[src/rtl/updown_counter_core.sv]
// ---------------------------------------------------------------------------
// UpdownCounterCore
//
// Button-controlled decimal up/down counter that feeds the 14-bit value port
// of the 4-digit FND display controller sitting right after it. The count
// runs from 0 to MAX_COUNT and wraps in both directions. Three raw push-button
// levels come in. Each one is synchronised and turned into a single-cycle
// rising-edge pulse. A small STOP/RUN/CLEAR state machine decides what the
// pulses do. An internal divider paces the counting while running.
//
// Parameters
//   CLK_FREQ   system clock frequency in Hz
//   COUNT_HZ   count-step rate in Hz
//   DIV        clocks per count step (defaults to CLK_FREQ/COUNT_HZ, >= 2)
//   MAX_COUNT  wrap value, must fit in 14 bits
//
// Ports
//   clk          in   1   system clock, rising edge
//   rst          in   1   synchronous, active-high reset
//   i_btn_run    in   1   raw level, rising edge toggles STOP <-> RUN
//   i_btn_clear  in   1   raw level, rising edge zeroes the count and stops
//   i_btn_mode   in   1   raw level, rising edge toggles up/down direction
//   o_count      out  14  current count, binary 0..MAX_COUNT
//   o_run        out  1   1 while in the RUN state
//   o_mode       out  1   0 = counting up, 1 = counting down
// ---------------------------------------------------------------------------
module updown_counter_core #(
    parameter int unsigned CLK_FREQ  = 100_000_000,
    parameter int unsigned COUNT_HZ  = 10,
    parameter int unsigned DIV       = CLK_FREQ / COUNT_HZ,
    parameter int unsigned MAX_COUNT = 9999
) (
    input  logic        clk,
    input  logic        rst,
    input  logic        i_btn_run,
    input  logic        i_btn_clear,
    input  logic        i_btn_mode,
    output logic [13:0] o_count,
    output logic        o_run,
    output logic        o_mode
);

    // The divider only has to reach DIV-1, so it is sized from DIV. A
    // degenerate DIV still gets a 1-bit divider so the widths stay legal.
    localparam int unsigned      DIV_W     = (DIV > 1) ? $clog2(DIV) : 1;
    localparam logic [DIV_W-1:0] DIV_LAST  = DIV_W'(DIV - 1);
    localparam logic [13:0]      COUNT_MAX = 14'(MAX_COUNT);

    // CLEAR lasts exactly one cycle. It gives the zeroed count and divider a
    // clean settle point before control returns to STOP.
    typedef enum logic [1:0] {
        STOP  = 2'd0,
        RUN   = 2'd1,
        CLEAR = 2'd2
    } CounterState;

    // Bit 0 = run, bit 1 = clear, bit 2 = mode. All three buttons share one
    // vector so that they travel through identical pipelines.
    logic [2:0] btnRaw;
    logic [2:0] btnSyncA_q;
    logic [2:0] btnSyncB_q;
    logic [2:0] btnPrev_q;
    logic [2:0] btnPulse;

    logic runPulse;
    logic clearPulse;
    logic modePulse;

    CounterState      state_q;
    logic [13:0]      count_q;
    logic [DIV_W-1:0] divider_q;
    logic             run_q;
    logic             mode_q;

    logic             tick;
    logic [13:0]      countStep_d;
    logic [DIV_W-1:0] dividerInc_d;

    assign btnRaw = {i_btn_mode, i_btn_clear, i_btn_run};

    // Two flops bring the raw levels into the clock domain. The third flop
    // remembers the previous synchronised level, so a rising edge appears as
    // a one-cycle pulse no matter how long the button is held. Bouncing is
    // removed upstream, so no filtering is done here.
    always_ff @(posedge clk) begin
        if (rst) begin
            btnSyncA_q <= 3'b000;
            btnSyncB_q <= 3'b000;
            btnPrev_q  <= 3'b000;
        end else begin
            btnSyncA_q <= btnRaw;
            btnSyncB_q <= btnSyncA_q;
            btnPrev_q  <= btnSyncB_q;
        end
    end

    // A pulse is high in the cycle where the synchronised level has just
    // gone high but the remembered level is still low.
    assign btnPulse   = btnSyncB_q & ~btnPrev_q;
    assign runPulse   = btnPulse[0];
    assign clearPulse = btnPulse[1];
    assign modePulse  = btnPulse[2];

    // The divider fires a tick in the last cycle of each step period. Only a
    // running counter ticks. A held divider value in STOP must not fire.
    assign tick         = (state_q == RUN) && (divider_q == DIV_LAST);
    assign dividerInc_d = divider_q + DIV_W'(1);

    // Candidate value for the next step in the current direction, with a
    // wrap at both ends. The direction is taken from the registered mode, so
    // a mode pulse in the same cycle as a tick only affects later steps.
    always_comb begin
        countStep_d = count_q;
        if (mode_q) begin
            if (count_q == 14'd0) begin
                countStep_d = COUNT_MAX;
            end else begin
                countStep_d = count_q - 14'd1;
            end
        end else begin
            if (count_q >= COUNT_MAX) begin
                countStep_d = 14'd0;
            end else begin
                countStep_d = count_q + 14'd1;
            end
        end
    end

    // Control FSM with registered outputs. run_q is updated together with
    // state_q, so o_run always matches the state being entered.
    // Priorities inside RUN:
    //   - Any tick step is applied first.
    //   - A clear pulse then overrides everything: the count and divider go
    //     to zero immediately, so the zero shows up on the same edge as the
    //     state change.
    //   - A run pulse stops the counter but keeps the step that was just
    //     taken. The divider keeps its value, so resuming continues the step
    //     period that was interrupted.
    // The mode toggle is independent of the state.
    always_ff @(posedge clk) begin
        if (rst) begin
            state_q   <= STOP;
            count_q   <= 14'd0;
            divider_q <= '0;
            run_q     <= 1'b0;
            mode_q    <= 1'b0;
        end else begin
            if (modePulse) begin
                mode_q <= ~mode_q;
            end

            unique case (state_q)
                STOP: begin
                    if (clearPulse) begin
                        state_q   <= CLEAR;
                        count_q   <= 14'd0;
                        divider_q <= '0;
                        run_q     <= 1'b0;
                    end else if (runPulse) begin
                        state_q <= RUN;
                        run_q   <= 1'b1;
                    end
                end

                RUN: begin
                    if (tick) begin
                        count_q   <= countStep_d;
                        divider_q <= '0;
                    end else begin
                        divider_q <= dividerInc_d;
                    end

                    if (clearPulse) begin
                        state_q   <= CLEAR;
                        count_q   <= 14'd0;
                        divider_q <= '0;
                        run_q     <= 1'b0;
                    end else if (runPulse) begin
                        state_q <= STOP;
                        run_q   <= 1'b0;
                    end
                end

                CLEAR: begin
                    count_q   <= 14'd0;
                    divider_q <= '0;
                    run_q     <= 1'b0;
                    state_q   <= STOP;
                end

                default: begin
                    state_q <= STOP;
                    run_q   <= 1'b0;
                end
            endcase
        end
    end

    assign o_count = count_q;
    assign o_run   = run_q;
    assign o_mode  = mode_q;

endmodule

[config.mk]
export PLATFORM = sky130hd
export DESIGN_NAME = updown_counter_core
export DESIGN_NICKNAME = d
export VERILOG_FILES = /design/src/rtl/updown_counter_core.sv
export SDC_FILE = /design/constraint.sdc
export NUM_CORES = 1
export LEC_CHECK = 0
export ABC_AREA = 1
export BUFFER_PORTS_ARGS = -buffer_cell sky130_fd_sc_hd__buf_2
export CAP_MARGIN = 20
export CORE_MARGIN = 2
export CORE_UTILIZATION = 66
export DETAILED_ROUTE_END_ITERATION = 7
export PLACE_DENSITY = 0.86
export SLEW_MARGIN = 20
export SYNTH_ARGS = -nofsm -noshare
export SYNTH_HDL_FRONTEND = slang
export SYNTH_SLANG_ARGS = --single-unit
[constraint.sdc]
create_clock -name clk -period 2.49 [get_ports clk]
set_input_delay 0.498 -clock clk [delete_from_list [all_inputs] [get_ports clk]]
set_output_delay 0.498 -clock clk [all_outputs]
set_load 0.01 [all_outputs]
==> summary.txt <==
Pwr
  – Overall Power: 1.46 mW
  – Maximum vdd drop: 324 uV
  – Power Dens Cells: 403 nW/um2
  – Leakage dissipation: 1.55 nW

Synthesis
  – Cells after synthesis: 538
  – Synth Register Bits: 51
  – Yosys warnings: 0
  – Post-synth top area share: 29.9%
  – Sequential fraction of the synthesis area: 29.9%
  – Area contributors post-synth: dfxtp_1, nand2_1, nand3_1, nor2_1, inv_1
  – Synth Cell Area: 3420 um2
  – Synth area leader: dfxtp_1
  – Synth top cells by count: nand2_1, nor2_1, nand3_1, dfxtp_1, inv_1
  – Synth unique cells: 43
  – Most frequent cell after synthesis: nand2_1
  – Net count of the mapped netlist: 546
  – Mean post-synth cell area: 6.35 um2
  – Post-synth EDFFs: 0
  – Synth Flop Type: dfxtp_1
  – Asr flop ratio synth: 0%

STA
  – WHS: 0.396 ns
  – Final hold vios: 0
  – Post-layout min period: 1.86 ns
  – Worst Skew: 0.0109 ns
  – Final setup violation count: 0
  – Worst slew pin tran: 0.567 ns
  – Total negative slack: 0 ns
  – Fmax: 538 MHz
  – RSZ-0062 raised after global routing: false
  – Pins over their slew limit: 0
  – Worst slew margin: 62.2%
  – Fin crit share: 74.7%

Global route
  – Initial antenna violation count: 0
  – Gr ovfl total: 0
  – Largest net degree at the start of global routing: 22
  – Tot GR Track Use: 29.6%
  – First-pass GRT wire length: 14,300 um
  – Vias in the first global route: 3,133

Clock network
  – Clk sinks: 51
  – Cts repair resizes: 0
  – Clk slew on worst S/H paths: 0.09 ns
  – Worst-case clock buffer depth: 2
  – Inserted Clock Buffers: 5
  – Post-CTS setup buffer count: 0
  – Root buffer cell: clkbuf_8
  – # hold bufs at CTS: 0
  – CTS H-tree depth: 2
  – Clk Latency, worst-skew pair: 0.31 ns
  – CTS tree: yes

Route
  – Detailed-router iteration count before antenna repair: 5
  – Initial drt markers: 426
  – Number of routed nets with antenna violations: 0
  – Avg WL per Cell: 13.5 um
  – Via count: 3,566
  – # DRC: 0
  – Routed wire length: 8420 um
  – Detail-routed via count per cell: 5.71

Cells and area
  – Fill cells: 442
  – Antenna cells: 0
  – Share of layout cells above drive strength 1: 14.4%
  – Final core utilization: 71.9%
  – Total Nets Final: 561
  – Area growth from synthesis to layout: 6.12%

Floorplan
  – Core area: 5040 um2
  – Die Y: 76.0 um
  – Die area: 5770 um2
  – Starting density of the core: 67.8%
  – Die width: 76.0 um
  – Std-Cell Rows: 26
  – Top-Level Pins: 21

Run
  – Max Cap Viol: 0

Setup path
  – Worst path cell trace: ha_1 -> inv_1 -> nor2_2 -> nand3_2 -> a21oi_4 -> o21ai_4 -> nand2_4 -> o21ai_0
  – Critical path class: flop to flop
  – Crit end category: flop
  – Setup crit start kind: flop
  – Crit path required time: 2.67 ns
  – Arr. time, crit path: 2.04 ns
  – Slowest CP cell: dfxtp_1
  – CP max FO: 16
  – Largest delay share family, worst path: simple AND/OR/NAND/NOR gates
  – Crit path buffers/inverters: 1
  – Slowest cell delay on critical path: 0.39 ns

Place
  – Count of port buffers added during placement: 20
  – RD Place Congestion: 1.02
  – DPL Wire Length: 6260 um

Outcome
  – Status: finished clean

Worst hold path
  – Min-Delay Path Class: input port to flop
## sequential cells by signal (all words and copies together), names as in the netlist
| signal | count |
|---|---|
| btnSyncB_q | 3 |
| btnSyncA_q | 3 |
| state_q | 2 |
| o_count | 14 |
| o_mode | 1 |
| o_run | 1 |
| btnPrev_q | 3 |
| divider_q | 24 |
## power by group
part / leakage (nW) / internal, mW / switching [mW] / total (mW)
logic: 1.09 / 0.0316 / 0.0865 / 0.118
registers: 0.413 / 0.825 / 0.00619 / 0.832
clock network: 0.0474 / 0.227 / 0.284 / 0.511
## worst reg2reg max path: stages (launching register included)
cell and delay [ns]:
dfxtp_1 0.39, ha_1 0.21, inv_1 0.07, nor2_2 0.17, nand3_2 0.13, a21oi_4 0.19, o21ai_4 0.19, nand2_4 0.26
o21ai_0 0.12
## cell type report
cell class / count / area, um2 / share of cell area [%]
clock buffers: 6 / 82.6 / 2.28
clock inverters: 2 / 16.3 / 0.449
inverters: 59 / 233 / 6.42
multi-input cells: 413 / 2060 / 56.9
flip-flops and latches: 51 / 1020 / 28.2
well taps: 70 / 87.6 / 2.42
repair buffers: 23 / 123 / 3.38
## per-stage QoR
stage          area (um2)  cells  setup WS [ns]
2_1_floorplan        3420    538          0.960
3_3_place_gp         3530    616          0.689
3_5_place_dp         3530    616          0.645
4_1_cts              3630    624          0.624
5_1_grt              3630    624          0.490
6_report             3630    624          0.631
## routing by layer
metal / share of wire, % / GRT usage, % / vias to the layer above
met5: 0 / 0 / -
met4: 1.3 / 8.73 / 0
met3: 10 / 5.95 / 15
met2: 43 / 45.3 / 208
met1: 45 / 42.4 / 1587
li1: - / - / 1756
## kinds of logic (layout without fill, tap and decap cells)
kind of cell             count (synthesis)  count (layout)  synth area share, %
flip-flops                              51              51                 29.9
AO/OA/AOI/OAI                           50              50                 8.61
XOR/XNOR                                13              13                 3.33
buffers and inverters                   74              90                 9.74
adder cells (fa/ha/maj)                  3               3                 1.10
AND/OR/NAND/NOR                        347             347                 47.3
## worst paths after layout
path                       from       endpoint  slack [ns]  depth (start not counted)
setup / recovery   divider_q[0]     o_count[0]        0.63                          8
hold / removal        i_btn_run  btnSyncA_q[0]        0.40                          3
setup reg to reg   divider_q[0]     o_count[0]        0.63                          8
hold reg to reg   btnSyncA_q[0]  btnSyncB_q[0]        0.40                          2
## layout by cell type (no fill, tap or decap), drive strengths merged
cell type / count
ha: 3
nor2: 101
clkbuf: 6
nand3b: 2
nor4: 1
or2: 1
inv: 57
buf: 23
nand4: 14
clkinv: 3
a21oi: 18
o21bai: 1
dfxtp: 51
o21ai: 30
xnor2: 3
nor3b: 2
xor2: 10
nand3: 64
a221oi: 1
nand2: 152
nor3: 10
clkinvlp: 1
(Power assumes the default switching activity.)
